$ cat src/rtl/vram_arbiter_if.sv
// VRAM arbiter bus: spectrum writer, display scan and frame-buffer SRAM.
// master drives writer/display/SRAM-read side, slave is the arbiter.
interface vram_arbiter_if #(
  parameter int bw_addr  = 17,
  parameter int bw_color = 15
);
  logic [8:0]          X;
  logic [6:0]          Y;
  logic [bw_color-1:0] Color;
  logic                Screen;
  logic                SWBusy;
  logic                SWClockEn;
  logic                StartLoader;
  logic                VSync;
  logic                DispReq;
  logic [8:0]          DispX;
  logic [6:0]          DispY;
  logic [bw_color-1:0] DispQ;
  logic                DispValid;
  logic                DispScreen;
  logic                DispOverrun;
  logic [bw_addr-1:0]  SRAM_Addr;
  logic [bw_color:0]   SRAM_D;
  logic [bw_color:0]   SRAM_Q;
  logic                SRAM_Doe;
  logic                SRAM_nWE;
  logic                SRAM_nOE;

  modport master (
    output X, Y, Color, Screen, SWBusy,
    output VSync, DispReq, DispX, DispY,
    output SRAM_Q,
    input  SWClockEn, StartLoader,
    input  DispQ, DispValid, DispScreen, DispOverrun,
    input  SRAM_Addr, SRAM_D, SRAM_Doe, SRAM_nWE, SRAM_nOE
  );

  modport slave (
    input  X, Y, Color, Screen, SWBusy,
    input  VSync, DispReq, DispX, DispY,
    input  SRAM_Q,
    output SWClockEn, StartLoader,
    output DispQ, DispValid, DispScreen, DispOverrun,
    output SRAM_Addr, SRAM_D, SRAM_Doe, SRAM_nWE, SRAM_nOE
  );
endinterface

$ cat src/rtl/vram_arbiter.sv
// Double-buffered frame-buffer SRAM arbiter; display reads beat writer.
// Define VRAM_WRITE_FIFO_EN for a 4-entry writer FIFO.
module vram_arbiter #(
  parameter int bw_addr  = 17,
  parameter int bw_color = 15
) (
  input logic           Clock,
  input logic           Reset,
  vram_arbiter_if.slave bus
);

  typedef enum logic [2:0] {
    IDLE, RD1, RD2, WR1, WR2
  } state_t;

  typedef struct packed {
    logic                scr;
    logic [6:0]          y;
    logic [8:0]          x;
    logic [bw_color-1:0] col;
  } pix_t;

  state_t state, state_nx;

  logic               pend;
  logic [bw_addr-1:0] pend_addr;
  logic               rd_req;
  logic [bw_addr-1:0] rd_addr;
  logic               ovr;
  logic [bw_color-1:0] q_r;
  logic               valid_r;

  logic disp_scr;
  logic vs_q;
  logic vs_edge;
  logic edge_q;
  logic sl_r;

  pix_t pix_in;
  pix_t wr_src;
  logic wr_avail;

  logic [bw_addr-1:0] addr_q, addr_d;
  logic [bw_color:0]  d_q, d_d;
  logic               doe_q, doe_d;
  logic               nwe_q, nwe_d;
  logic               noe_q, noe_d;

  logic unused_q_msb;
  assign unused_q_msb = bus.SRAM_Q[bw_color];

  assign pix_in = {bus.Screen, bus.Y, bus.X, bus.Color};

  // A pending slot outranks a fresh request; both use the screen at request time
  assign rd_req  = pend | bus.DispReq;
  assign rd_addr = pend ? pend_addr
                        : {disp_scr, bus.DispY, bus.DispX};

`ifdef VRAM_WRITE_FIFO_EN
  pix_t       fifo [4];
  logic [2:0] wp, rp;
  logic       full, empty;
  logic       push, pop;

  assign full  = (wp[2] != rp[2]) && (wp[1:0] == rp[1:0]);
  assign empty = (wp == rp);
  assign bus.SWClockEn = ~full & ~Reset;
  assign push  = bus.SWClockEn & bus.SWBusy;
  assign pop   = (state_nx == WR1);

  assign wr_avail = ~empty;
  assign wr_src   = fifo[rp[1:0]];

  always_ff @(posedge Clock or posedge Reset) begin
    if (Reset) begin
      wp <= '0;
      rp <= '0;
    end else begin
      if (push) wp <= wp + 3'd1;
      if (pop)  rp <= rp + 3'd1;
    end
  end

  always_ff @(posedge Clock) begin
    if (push) fifo[wp[1:0]] <= pix_in;
  end
`else
  // Accepted pixel goes straight into the SRAM output registers
  assign bus.SWClockEn = ~Reset & ~rd_req &
                         (state == IDLE || state == WR2);
  assign wr_avail = bus.SWClockEn & bus.SWBusy;
  assign wr_src   = pix_in;
`endif

  always_ff @(posedge Clock or posedge Reset) begin
    if (Reset) state <= IDLE;
    else       state <= state_nx;
  end

  always_comb begin
    state_nx = state;
    unique case (state)
      IDLE, WR2: begin
        if (rd_req)        state_nx = RD1;
        else if (wr_avail) state_nx = WR1;
        else               state_nx = IDLE;
      end
      RD1:     state_nx = RD2;
      RD2:     state_nx = IDLE;
      WR1:     state_nx = WR2;
      default: state_nx = IDLE;
    endcase
  end

  always_comb begin
    addr_d = addr_q;
    d_d    = d_q;
    doe_d  = 1'b0;
    nwe_d  = 1'b1;
    noe_d  = 1'b1;
    unique case (state_nx)
      RD1: begin
        addr_d = rd_addr;
        noe_d  = 1'b0;
      end
      RD2: noe_d = 1'b0;
      WR1: begin
        addr_d = {wr_src.scr, wr_src.y, wr_src.x};
        d_d    = {1'b0, wr_src.col};
        doe_d  = 1'b1;
        nwe_d  = 1'b0;
      end
      WR2:     doe_d = 1'b1;
      default: ;
    endcase
  end

  always_ff @(posedge Clock or posedge Reset) begin
    if (Reset) begin
      addr_q <= '0;
      d_q    <= '0;
      doe_q  <= 1'b0;
      nwe_q  <= 1'b1;
      noe_q  <= 1'b1;
    end else begin
      addr_q <= addr_d;
      d_q    <= d_d;
      doe_q  <= doe_d;
      nwe_q  <= nwe_d;
      noe_q  <= noe_d;
    end
  end

  always_ff @(posedge Clock or posedge Reset) begin
    if (Reset) begin
      pend      <= 1'b0;
      pend_addr <= '0;
      ovr       <= 1'b0;
      q_r       <= '0;
      valid_r   <= 1'b0;
    end else begin
      valid_r <= (state == RD2);
      if (state == RD2) begin
        q_r  <= bus.SRAM_Q[bw_color-1:0];
        pend <= 1'b0;
      end
      if (bus.DispReq) begin
        if (pend) begin
          ovr <= 1'b1;
        end else begin
          pend      <= 1'b1;
          pend_addr <= {disp_scr, bus.DispY, bus.DispX};
        end
      end
    end
  end

  assign vs_edge = bus.VSync & ~vs_q;

  always_ff @(posedge Clock or posedge Reset) begin
    if (Reset) begin
      vs_q     <= 1'b0;
      edge_q   <= 1'b0;
      sl_r     <= 1'b0;
      disp_scr <= 1'b0;
    end else begin
      vs_q   <= bus.VSync;
      edge_q <= vs_edge;
      sl_r   <= edge_q;
      if (vs_edge) disp_scr <= ~bus.Screen;
    end
  end

  assign bus.StartLoader = sl_r;
  assign bus.DispQ       = q_r;
  assign bus.DispValid   = valid_r;
  assign bus.DispScreen  = disp_scr;
  assign bus.DispOverrun = ovr;
  assign bus.SRAM_Addr   = addr_q;
  assign bus.SRAM_D      = d_q;
  assign bus.SRAM_Doe    = doe_q;
  assign bus.SRAM_nWE    = nwe_q;
  assign bus.SRAM_nOE    = noe_q;

endmodule

$ cat src/flat_wrapper.sv
// flat-port wrapper written by rule: the top's interface ports become plain ports
module vram_arbiter_flat 
#(
  parameter int bw_addr  = 17,
  parameter int bw_color = 15
)
  (Clock, Reset, bus_X, bus_Y, bus_Color, bus_Screen, bus_SWBusy, bus_VSync, bus_DispReq, bus_DispX, bus_DispY, bus_SRAM_Q, bus_SWClockEn, bus_StartLoader, bus_DispQ, bus_DispValid, bus_DispScreen, bus_DispOverrun, bus_SRAM_Addr, bus_SRAM_D, bus_SRAM_Doe, bus_SRAM_nWE, bus_SRAM_nOE);
  vram_arbiter_if #(.bw_addr(bw_addr), .bw_color(bw_color)) bus_i ();
  input logic Clock;
  input logic Reset;
  input wire logic [$bits(bus_i.X)-1:0] bus_X;
  input wire logic [$bits(bus_i.Y)-1:0] bus_Y;
  input wire logic [$bits(bus_i.Color)-1:0] bus_Color;
  input wire logic [$bits(bus_i.Screen)-1:0] bus_Screen;
  input wire logic [$bits(bus_i.SWBusy)-1:0] bus_SWBusy;
  input wire logic [$bits(bus_i.VSync)-1:0] bus_VSync;
  input wire logic [$bits(bus_i.DispReq)-1:0] bus_DispReq;
  input wire logic [$bits(bus_i.DispX)-1:0] bus_DispX;
  input wire logic [$bits(bus_i.DispY)-1:0] bus_DispY;
  input wire logic [$bits(bus_i.SRAM_Q)-1:0] bus_SRAM_Q;
  output wire logic [$bits(bus_i.SWClockEn)-1:0] bus_SWClockEn;
  output wire logic [$bits(bus_i.StartLoader)-1:0] bus_StartLoader;
  output wire logic [$bits(bus_i.DispQ)-1:0] bus_DispQ;
  output wire logic [$bits(bus_i.DispValid)-1:0] bus_DispValid;
  output wire logic [$bits(bus_i.DispScreen)-1:0] bus_DispScreen;
  output wire logic [$bits(bus_i.DispOverrun)-1:0] bus_DispOverrun;
  output wire logic [$bits(bus_i.SRAM_Addr)-1:0] bus_SRAM_Addr;
  output wire logic [$bits(bus_i.SRAM_D)-1:0] bus_SRAM_D;
  output wire logic [$bits(bus_i.SRAM_Doe)-1:0] bus_SRAM_Doe;
  output wire logic [$bits(bus_i.SRAM_nWE)-1:0] bus_SRAM_nWE;
  output wire logic [$bits(bus_i.SRAM_nOE)-1:0] bus_SRAM_nOE;
  assign bus_i.X = bus_X;
  assign bus_i.Y = bus_Y;
  assign bus_i.Color = bus_Color;
  assign bus_i.Screen = bus_Screen;
  assign bus_i.SWBusy = bus_SWBusy;
  assign bus_i.VSync = bus_VSync;
  assign bus_i.DispReq = bus_DispReq;
  assign bus_i.DispX = bus_DispX;
  assign bus_i.DispY = bus_DispY;
  assign bus_i.SRAM_Q = bus_SRAM_Q;
  assign bus_SWClockEn = bus_i.SWClockEn;
  assign bus_StartLoader = bus_i.StartLoader;
  assign bus_DispQ = bus_i.DispQ;
  assign bus_DispValid = bus_i.DispValid;
  assign bus_DispScreen = bus_i.DispScreen;
  assign bus_DispOverrun = bus_i.DispOverrun;
  assign bus_SRAM_Addr = bus_i.SRAM_Addr;
  assign bus_SRAM_D = bus_i.SRAM_D;
  assign bus_SRAM_Doe = bus_i.SRAM_Doe;
  assign bus_SRAM_nWE = bus_i.SRAM_nWE;
  assign bus_SRAM_nOE = bus_i.SRAM_nOE;
  vram_arbiter #(.bw_addr(bw_addr), .bw_color(bw_color)) u_core (.Clock(Clock), .Reset(Reset), .bus(bus_i));
endmodule
$ cat config.mk
export PLATFORM = sky130hd
export DESIGN_NAME = vram_arbiter_flat
export DESIGN_NICKNAME = d
export VERILOG_FILES = /design/src/rtl/vram_arbiter_if.sv /design/src/rtl/vram_arbiter.sv /design/src/flat_wrapper.sv
export SDC_FILE = /design/constraint.sdc
export NUM_CORES = 1
export LEC_CHECK = 0
export CELL_PAD_IN_SITES_DETAIL_PLACEMENT = 1
export CELL_PAD_IN_SITES_GLOBAL_PLACEMENT = 2
export CORE_MARGIN = 3
export CORE_UTILIZATION = 30
export CTS_CLUSTER_SIZE = 20
export DETAILED_ROUTE_END_ITERATION = 8
export GPL_TIMING_DRIVEN = 0
export PLACE_DENSITY = 0.95
export SLEW_MARGIN = 5
export SYNTH_ARGS = -nofsm -noshare
export SYNTH_HDL_FRONTEND = slang
export SYNTH_SLANG_ARGS = --single-unit
$ cat constraint.sdc
create_clock -name Clock -period 7.6 [get_ports Clock]
set_clock_uncertainty 0.15 [all_clocks]
set_input_delay 1.52 -clock Clock [delete_from_list [all_inputs] [get_ports Clock]]
set_output_delay 1.52 -clock Clock [all_outputs]
set_load 0.01 [all_outputs]
; Word level (Yosys, flattened, before mapping)
; Cells that the tools add are included.
[classes]
add_sub_neg = 0
n_mul = 0
div = 0
n_lt_le_gt_ge = 0
eq_ne = 8
shift = 0
muxes = 11
bitwise = 9
reduce_logical = 7
[op_table]
columns = operator, n
row1 = one-hot mux 17 bit (2 select lines), 1
row2 = 2-to-1 mux 17 bit, 1
row3 = "== test 3 x 2 -> 1 bit, second input constant", 4
row4 = one-hot mux 3 bit (3 select lines), 1
row5 = "== test 3 x 1 -> 1 bit, second input constant", 2
row6 = "== test 3 bit, second input constant", 2
row7 = 2-to-1 mux 1 bit, 6
row8 = OR reduction 2 bit, 3
row9 = AND 1 bit, 4
row10 = NOT 1 bit, 4
row11 = zero test 3 bit, 1
row12 = 2-to-1 mux 3 bit, 1
row13 = 2-to-1 mux 2 bit, 1
row14 = AND reduction 2 bit, 1
row15 = nonzero test 2 bit, 1
row16 = logical OR 1 bit, 1
row17 = OR 1 bit, 1
[totals]
register_bits = 77
latch_bits = 0
ramBits = 0
mem_bits_ro = 0
out_inout_bits = 56
elab_cells = 50
mem_count = 0

; Longest topological paths before layout
; Gate-level depths: netlist of the first run.
[depth]
depth_word = 11
depth_mapped = 6

; Worst setup path after synthesis of the first run
; OpenSTA, ideal clock, no wires.
[synth_path]
path_kind = input port to output port
from = in Reset
to = out bus_SWClockEn
arrival_time_ns = 3.544
required_ns = 5.930
slack_ns = 2.386
stages = 2
n_path_buf = 0
path_cell_list = inv_1 and3_1
[synth_between]
elab_chain_cells = 3
[synth_lines]
columns = item, line_no
row1 = start: declaration, flat_wrapper.sv:10  ; input logic Reset;
row2 = NOT 1 bit, vram_arbiter.sv:89  ; assign bus.SWClockEn = ~Reset & ~rd_req &
row3 = AND 1 bit (2 in series), vram_arbiter.sv:89
row4 = end: declaration, flat_wrapper.sv:21  ; output wire logic [$bits(bus_i.SWClockEn)-1:0] bus_SWClockEn;
; No other way between the ends.

; Final worst setup path of the first run
; Same ends and word-level chain as after synthesis.

==> impl_results.rst, run 1 <==
.. list-table::
   :header-rows: 1

   * - Metric
     - Value
   * - Pin count of the biggest net entering global routing
     - 60
   * - R2r endpoint
     - u_core.bus.SRAM_Addr[1]
   * - Endpoint class of the critical path
     - output pin
   * - Post-route worst hold slack
     - 0.202 ns
   * - Vias after detailed routing
     - 2657
   * - Cell with the most instances on the worst path
     - clkdlybuf4s50_1
   * - CTS Buf Count
     - 9
   * - Share of the clock period used by the worst path
     - 67.1%
   * - Critical R2R Launch
     - u_core.state[0]
   * - Leakage power figure
     - 2.21 nW
   * - Cell taking the most area after synthesis
     - dfrtp_1
   * - Crit-path leading delay family
     - buffers and inverters
   * - Placed wire-length estimate
     - 7.33 mm
   * - Layout overhead on the synthesized area
     - 51.9%
   * - Final worst setup slack
     - 2.50 ns
   * - Via density per instance
     - 4.82
   * - Worst Tran Pin Value
     - 0.529 ns
   * - Cell area after technology mapping
     - 3420 um^2
   * - Final layout net count
     - 475
   * - Antenna violation net count after detailed routing
     - 0
   * - Seq cells post-synth
     - 77
   * - Maximum achievable frequency
     - 0.196 GHz
   * - Row cnt
     - 38
   * - Cell with the biggest individual delay on the critical path
     - clkdlybuf4s50_1
   * - Cts-stage hold buffer count
     - 0
   * - Syn_nets
     - 341
   * - Floorplan Core Area
     - 11000 um^2
   * - Setup WS pre-CTS
     - 2.45 ns
   * - Total detailed-routing wirelength
     - 9.42 mm
   * - WP data arrival
     - 3.43 ns
   * - Placed Area
     - 4840 um^2
   * - Antenna violations before repair
     - 0
   * - Number of cells in the finished layout apart from fillers
     - 551
   * - R2R cell count
     - 5
   * - Resized cells post-CTS
     - 0
   * - Core occupancy in the finished layout
     - 47.3%
   * - Overall die width
     - 113 um
   * - Average size of a mapped cell
     - 12.6 um^2
   * - Accumulated negative setup slack
     - 0 ns
   * - Global-route wire length before repair
     - 15.0 mm
   * - Largest cells by area after synthesis
     - dfrtp_1 55%, mux2_1 9.9%, mux2i_1 5.0%, o211ai_1 3.7%, or4_1 3.7%
   * - Outcome
     - finished clean
   * - Largest vdd supply drop
     - 0.153 mV
   * - Via count of the first global-routing pass
     - 2873
   * - CP required
     - 5.93 ns
   * - Cell total after placement
     - 535
   * - Relative max-transition margin
     - 64.7%
   * - Initial cell density of the core
     - 31.1%
   * - Worst hold path stage count
     - 0
   * - Wirelength per Cell
     - 17.1 um
   * - Delay of the slowest cell on the worst path
     - 0.53 ns
   * - Final design area excluding fillers
     - 5190 um^2
   * - Final min period
     - 5.10 ns
   * - RD Place Congestion
     - 0.761
   * - Crit path max fanout
     - 59
   * - Power per standard cell area
     - 412 nW/um^2
   * - Synth cell types
     - 29
   * - Drc violations
     - 0
   * - Category of the worst setup path launch point
     - input port
   * - Final number of setup-violating endpoints
     - 0
   * - Clock tree from TritonCTS
     - yes
   * - Setup repair bufs after CTS
     - 0
   * - Gr ovfl total
     - 0
   * - Cell count after synthesis
     - 272
   * - Top-Level Pins
     - 125
   * - Kind of path behind the tightest hold check
     - reg -> reg
   * - Sum of internal, switching and leakage power
     - 2.14 mW
   * - Buffers plus inverters on the worst setup path
     - 4
   * - Count of synthesis-stage warnings from yosys
     - 0
   * - Worst R2R Setup Slack
     - 5.78 ns
   * - Skew-Pair Late Insertion Delay
     - 0.33 ns
   * - Max-slew violation total from the final report
     - 0
   * - Area share of the largest cell type after synthesis
     - 54.9%
   * - Endpoint of the worst hold-timing path
     - u_core.bus.StartLoader
   * - Final hold vios
     - 0
   * - Die area
     - 12700 um^2
   * - Height of the chip
     - 113 um
   * - DR pass1 iterations
     - 4
   * - Number of port buffers
     - 122
   * - Unrepaired setup endpoints after global routing
     - false
   * - Clock edge transition at the registers on the reported setup and hold paths
     - 0.06 ns
   * - CTS sink cnt
     - 77
   * - Kind of critical path
     - in -> out
   * - Layout cell share with drive strength beyond 1
     - 11.2%
   * - Start point of the worst min-delay path
     - u_core.edge_q
   * - Root buffer cell
     - clkbuf_16
   * - Clock buffer depth
     - 2
   * - Sequential-to-total area share from yosys stat
     - 56.4%
   * - Count of H-tree levels built during CTS
     - 3
   * - Critical path, cell by cell
     - clkdlybuf4s50_1 -> inv_4 -> buf_16 -> and3_1 -> clkdlybuf4s50_1
   * - # Max-Cap Violations
     - 0
   * - 1st-iter DRT viols
     - 90
   * - Diode insertion count for antenna repair
     - 0
   * - Overall track demand over capacity in global routing
     - 14.9%
-- worst max-delay path by stage --
stage          start  slack [ns]            end  depth (start not counted)
3_3_place_gp   Reset        0.66  bus_SWClockEn                          4
3_5_place_dp   Reset        2.45  bus_SWClockEn                          5
4_1_cts        Reset        2.45  bus_SWClockEn                          5
5_1_grt        Reset        2.36  bus_SWClockEn                          5
2_1_floorplan  Reset        2.39  bus_SWClockEn                          2
6_report       Reset        2.50  bus_SWClockEn                          5
-- flip-flops by register name, indices dropped and copies added, names as in the netlist, 3 cells and up --
| name | count |
|---|---|
| u_core.state | 3 |
| u_core.bus.SRAM_Addr | 17 |
| u_core.bus.DispQ | 15 |
| u_core.pend_addr | 17 |
| u_core.bus.SRAM_D | 15 |
-- where the power goes --
part           internal (mW)  leakage [nW]  switching, mW
combinational          0.503          1.15          0.435
clock                  0.329         0.165          0.170
sequential             0.603         0.898         0.0994
-- cell usage in the layout, fill, tap and decap left out, types with 2 or more instances in the layout --
cell,synthesis,final
nor2b_1,2,2
dfrtp_1,75,75
bufinv_16,0,3
o221ai_2,8,8
buf_2,3,3
a21oi_1,20,20
dfstp_2,2,2
clkbuf_1,11,11
inv_1,19,18
buf_6,3,3
mux2i_1,17,17
clkbuf_16,0,9
or4_1,17,17
mux2_1,30,30
buf_4,7,7
clkdlybuf4s50_1,0,122
o211ai_1,17,17
o221ai_1,9,9
nor2_1,19,19
clkinvlp_4,0,2
-- per-layer routing --
layer	track usage (%)	wire (um)	vias to the layer above
met5	0	0	-
met3	2.99	399	15
li1	-	-	1255
met2	25.5	4680	78
met4	6.57	210	0
met1	18.4	4130	1309
-- Yosys cell counts, drive strengths merged --
cell / number
and3b: 1
mux2: 30
o211ai: 17
o21ai: 2
nor4b: 1
nor3b: 1
dfstp: 2
buf: 13
a21oi: 20
or2: 1
a21o: 1
mux2i: 17
nor2: 20
inv: 19
dfrtp: 75
or4: 17
a31o: 1
and3: 1
conb: 1
o21a: 1
nor2b: 2
o221ai: 17
nand3: 1
clkbuf: 11
-- layout make-up --
cell class | instances | area, um^2
fill | 1159 | 5790
buffer | 24 | 143
clock buffer | 10 | 239
timing repair buffer | 123 | 1250
tap | 140 | 175
sequential | 77 | 1930
clock inverter | 6 | 110
inverter | 19 | 73.8
multi-input combinational | 152 | 1270
-- worst register-to-register path, delay by kind of cell, from the launching register on --
family,cells,cell delay [ns]
AOI/OAI and AO/OA,2,0.31
buffers and inverters,2,0.55
DFF,1,0.44
and+or+nand+nor,1,0.30
-- cells by family (layout without fill, tap and decap cells) --
family,after synthesis,after routing,share of synthesized area (%)
AO/OA/AOI/OAI,59,59,13.6
buffers and inverters,43,182,6.26
flip-flops,77,77,56.4
multiplexers,47,47,14.9
other,1,1,0.110
AND/OR/NAND/NOR,45,45,8.75
No activity file was read; power rests on OpenSTA's default activity.
==> run 2: changes to the inputs <==
--- a/config.mk
+++ b/config.mk
@@ -8,11 +8,11 @@
 export CELL_PAD_IN_SITES_DETAIL_PLACEMENT = 1
 export CELL_PAD_IN_SITES_GLOBAL_PLACEMENT = 2
 export CORE_MARGIN = 3
-export CORE_UTILIZATION = 30
+export CORE_UTILIZATION = 25
 export CTS_CLUSTER_SIZE = 20
 export DETAILED_ROUTE_END_ITERATION = 8
 export GPL_TIMING_DRIVEN = 0
-export PLACE_DENSITY = 0.95
+export PLACE_DENSITY = 0.86
 export SLEW_MARGIN = 5
 export SYNTH_ARGS = -nofsm -noshare
 export SYNTH_HDL_FRONTEND = slang
==> constraint.sdc (replaced) <==
create_clock -name Clock -period 4.5 [get_ports Clock]
set_clock_uncertainty 0.15 [all_clocks]
set_input_delay 0.9 -clock Clock [delete_from_list [all_inputs] [get_ports Clock]]
set_output_delay 0.9 -clock Clock [all_outputs]
set_load 0.01 [all_outputs]
==> impl_results.rst, run 2 (synthesis results as in run 1) <==
.. list-table::
   :header-rows: 1

   * - Metric
     - Value
   * - Die area
     - 15100 um^2 (+19%)
   * - Final layout net count
     - 475 (unchanged)
   * - Skew-Pair Late Insertion Delay
     - 0.33 ns (about the same)
   * - Met2 usage in global routing
     - 24.1% (-1.4 points)
   * - Total detailed-routing wirelength
     - 9.73 mm (+3.3%)
   * - GR Util met3
     - 3.48% (+0.48 points)
   * - CP required
     - 3.45 ns (-2.48 ns)
   * - Overall track demand over capacity in global routing
     - 13.4% (-1.6 points)
   * - Top-Level Pins
     - 125 (unchanged)
   * - WP data arrival
     - 2.78 ns (-0.65 ns)
   * - Kind of path behind the tightest hold check
     - reg -> reg
   * - Cts-stage hold buffer count
     - 0 (unchanged)
   * - Crit path max fanout
     - 10 (-83%)
   * - DR pass1 iterations
     - 4 (unchanged)
   * - Clock buffer depth
     - 2 (unchanged)
   * - Kind of critical path
     - in -> out
   * - Commonest cells after routing, fill and taps aside
     - 122 x clkdlybuf4s50_1, 75 x dfrtp_1, 30 x mux2_1, 20 x a21oi_1, 19 x nor2_1
   * - Clock tree from TritonCTS
     - yes
   * - Layout cell share with drive strength beyond 1
     - 11.2% (unchanged)
   * - # Max-Cap Violations
     - 0 (unchanged)
   * - Vias after detailed routing
     - 2630 (-1.0%)
   * - Maximum achievable frequency
     - 0.261 GHz
   * - Cell total after placement
     - 571 (+6.7%)
   * - Final hold vios
     - 0 (unchanged)
   * - Antenna violations before repair
     - 0 (unchanged)
   * - Via density per instance
     - 4.48 (-7.1%)
   * - Initial cell density of the core
     - 25.7% (-5.4 points)
   * - Pin count of the biggest net entering global routing
     - 64 (+6.7%)
   * - Antenna violation net count after detailed routing
     - 0 (unchanged)
   * - Row cnt
     - 42 (+11%)
   * - Endpoint class of the critical path
     - output pin
   * - Number of cells in the finished layout apart from fillers
     - 587 (+6.5%)
   * - Via count of the first global-routing pass
     - 2998 (+4.4%)
   * - Height of the chip
     - 123 um (+9.0%)
   * - Count of H-tree levels built during CTS
     - 3 (unchanged)
   * - Category of the worst setup path launch point
     - input port
   * - Layout overhead on the synthesized area
     - 51.8%
   * - Accumulated negative setup slack
     - 0 ns (unchanged)
   * - Most frequent standard cell in the layout excluding fill and tap cells
     - clkdlybuf4s50_1
   * - Final number of setup-violating endpoints
     - 0 (unchanged)
   * - Wirelength per Cell
     - 16.6 um (-3.0%)
   * - Setup repair bufs after CTS
     - 0 (unchanged)
   * - RD Place Congestion
     - 0.780 (+2.5%)
   * - Setup WS pre-CTS
     - 0.592 ns (-1.86 ns)
   * - Final worst setup slack
     - 0.668 ns (-1.83 ns)
   * - Leakage power figure
     - 2.20 nW (-0.77%)
   * - Layout filler cell count
     - 1425 (+23%)
   * - Final design area excluding fillers
     - 5190 um^2 (-0.12%)
   * - Resized cells post-CTS
     - 0 (unchanged)
   * - Timing startpoint of the critical path
     - bus_DispReq
   * - Sum of internal, switching and leakage power
     - 3.48 mW (+63%)
   * - Busiest grt layer
     - met2
   * - Overall die width
     - 123 um (+9.0%)
   * - Post-route worst hold slack
     - 0.203 ns (+0.00118 ns)
   * - Final min period
     - 3.83 ns
   * - CTS Buf Count
     - 9 (unchanged)
   * - Drc violations
     - 0 (unchanged)
   * - Largest vdd supply drop
     - 0.198 mV (+30%)
   * - CTS sink cnt
     - 77 (unchanged)
   * - Number of port buffers
     - 122 (unchanged)
   * - Placed wire-length estimate
     - 7.48 mm (+2.1%)
   * - Root buffer cell
     - clkbuf_16
   * - Gr ovfl total
     - 0 (unchanged)
   * - Core occupancy in the finished layout
     - 39.0% (-8.3 points)
   * - Max-slew violation total from the final report
     - 0 (unchanged)
   * - Global-route wire length before repair
     - 15.7 mm (+4.7%)
   * - Critical R2R Launch
     - u_core.state[0]
   * - Outcome
     - finished clean
   * - Clock edge transition at the registers on the reported setup and hold paths
     - 0.06 ns (about the same)
   * - Diode insertion count for antenna repair
     - 0 (unchanged)
   * - Unrepaired setup endpoints after global routing
     - false
   * - Power per standard cell area
     - 671 nW/um^2 (+63%)
   * - Share of the clock period used by the worst path
     - 85.2%
   * - Placed Area
     - 4890 um^2 (+0.93%)
   * - Floorplan Core Area
     - 13300 um^2 (+21%)
   * - 1st-iter DRT viols
     - 106 (+18%)
   * - Start point of the worst min-delay path
     - u_core.edge_q
   * - Met1 layer usage reported by global route
     - 15.1% (-3.3 points)
-- run 2: cell types whose count changed in the layout (fill, tap and decap cells not counted), sizes merged --
| cell | before | now |
|---|---|---|
| bufinv | 3 | 0 |
| clkbuf | 21 | 24 |
| clkinv | 1 | 2 |
| clkinvlp | 2 | 1 |
-- run 2: final timing paths --
path,depth (start not counted),slack [ns],endpoint
worst max-delay path,6,0.67,bus_SWClockEn
worst min-delay path,0,0.20,u_core.bus.StartLoader
worst max register to register,5,2.67,u_core.bus.SRAM_Addr[4]
worst min register to register,0,0.20,u_core.bus.StartLoader
max in group asynchronous,3,2.74,u_core.bus.SRAM_nWE
min in group asynchronous,2,0.84,u_core.pend_addr[4]
-- run 2: worst max-delay path: stages --
cell	delay, ns
clkdlybuf4s50_1	0.44
buf_4	0.19
nor2_2	0.21
clkbuf_1	0.30
and3_1	0.21
clkdlybuf4s50_1	0.53
-- run 2: cell type report --
cell class | instances | area (um^2) | share of cell area, %
clock inverter | 3 | 17.5 | 0.338
sequential | 77 | 1930 | 37.2
timing repair buffer | 123 | 1250 | 24.1
multi-input combinational | 152 | 1270 | 24.6
clock buffer | 13 | 280 | 5.40
inverter | 19 | 73.8 | 1.42
buffer | 24 | 143 | 2.75
tap | 176 | 220 | 4.25
-- run 2: metal layers --
metal  routed length (um)  vias to the layer above
met5                    0                        -
met3                  498                       13
met1                 3890                     1295
met4                  213                        0
li1                     -                     1258
met2                 5120                       64
-- run 2: where the power goes --
group	internal (mW)	switching [mW]	total (mW)
clock network	0.432	0.280	0.712
logic	0.849	0.727	1.58
registers	1.02	0.172	1.19
total	2.30	1.18	3.48
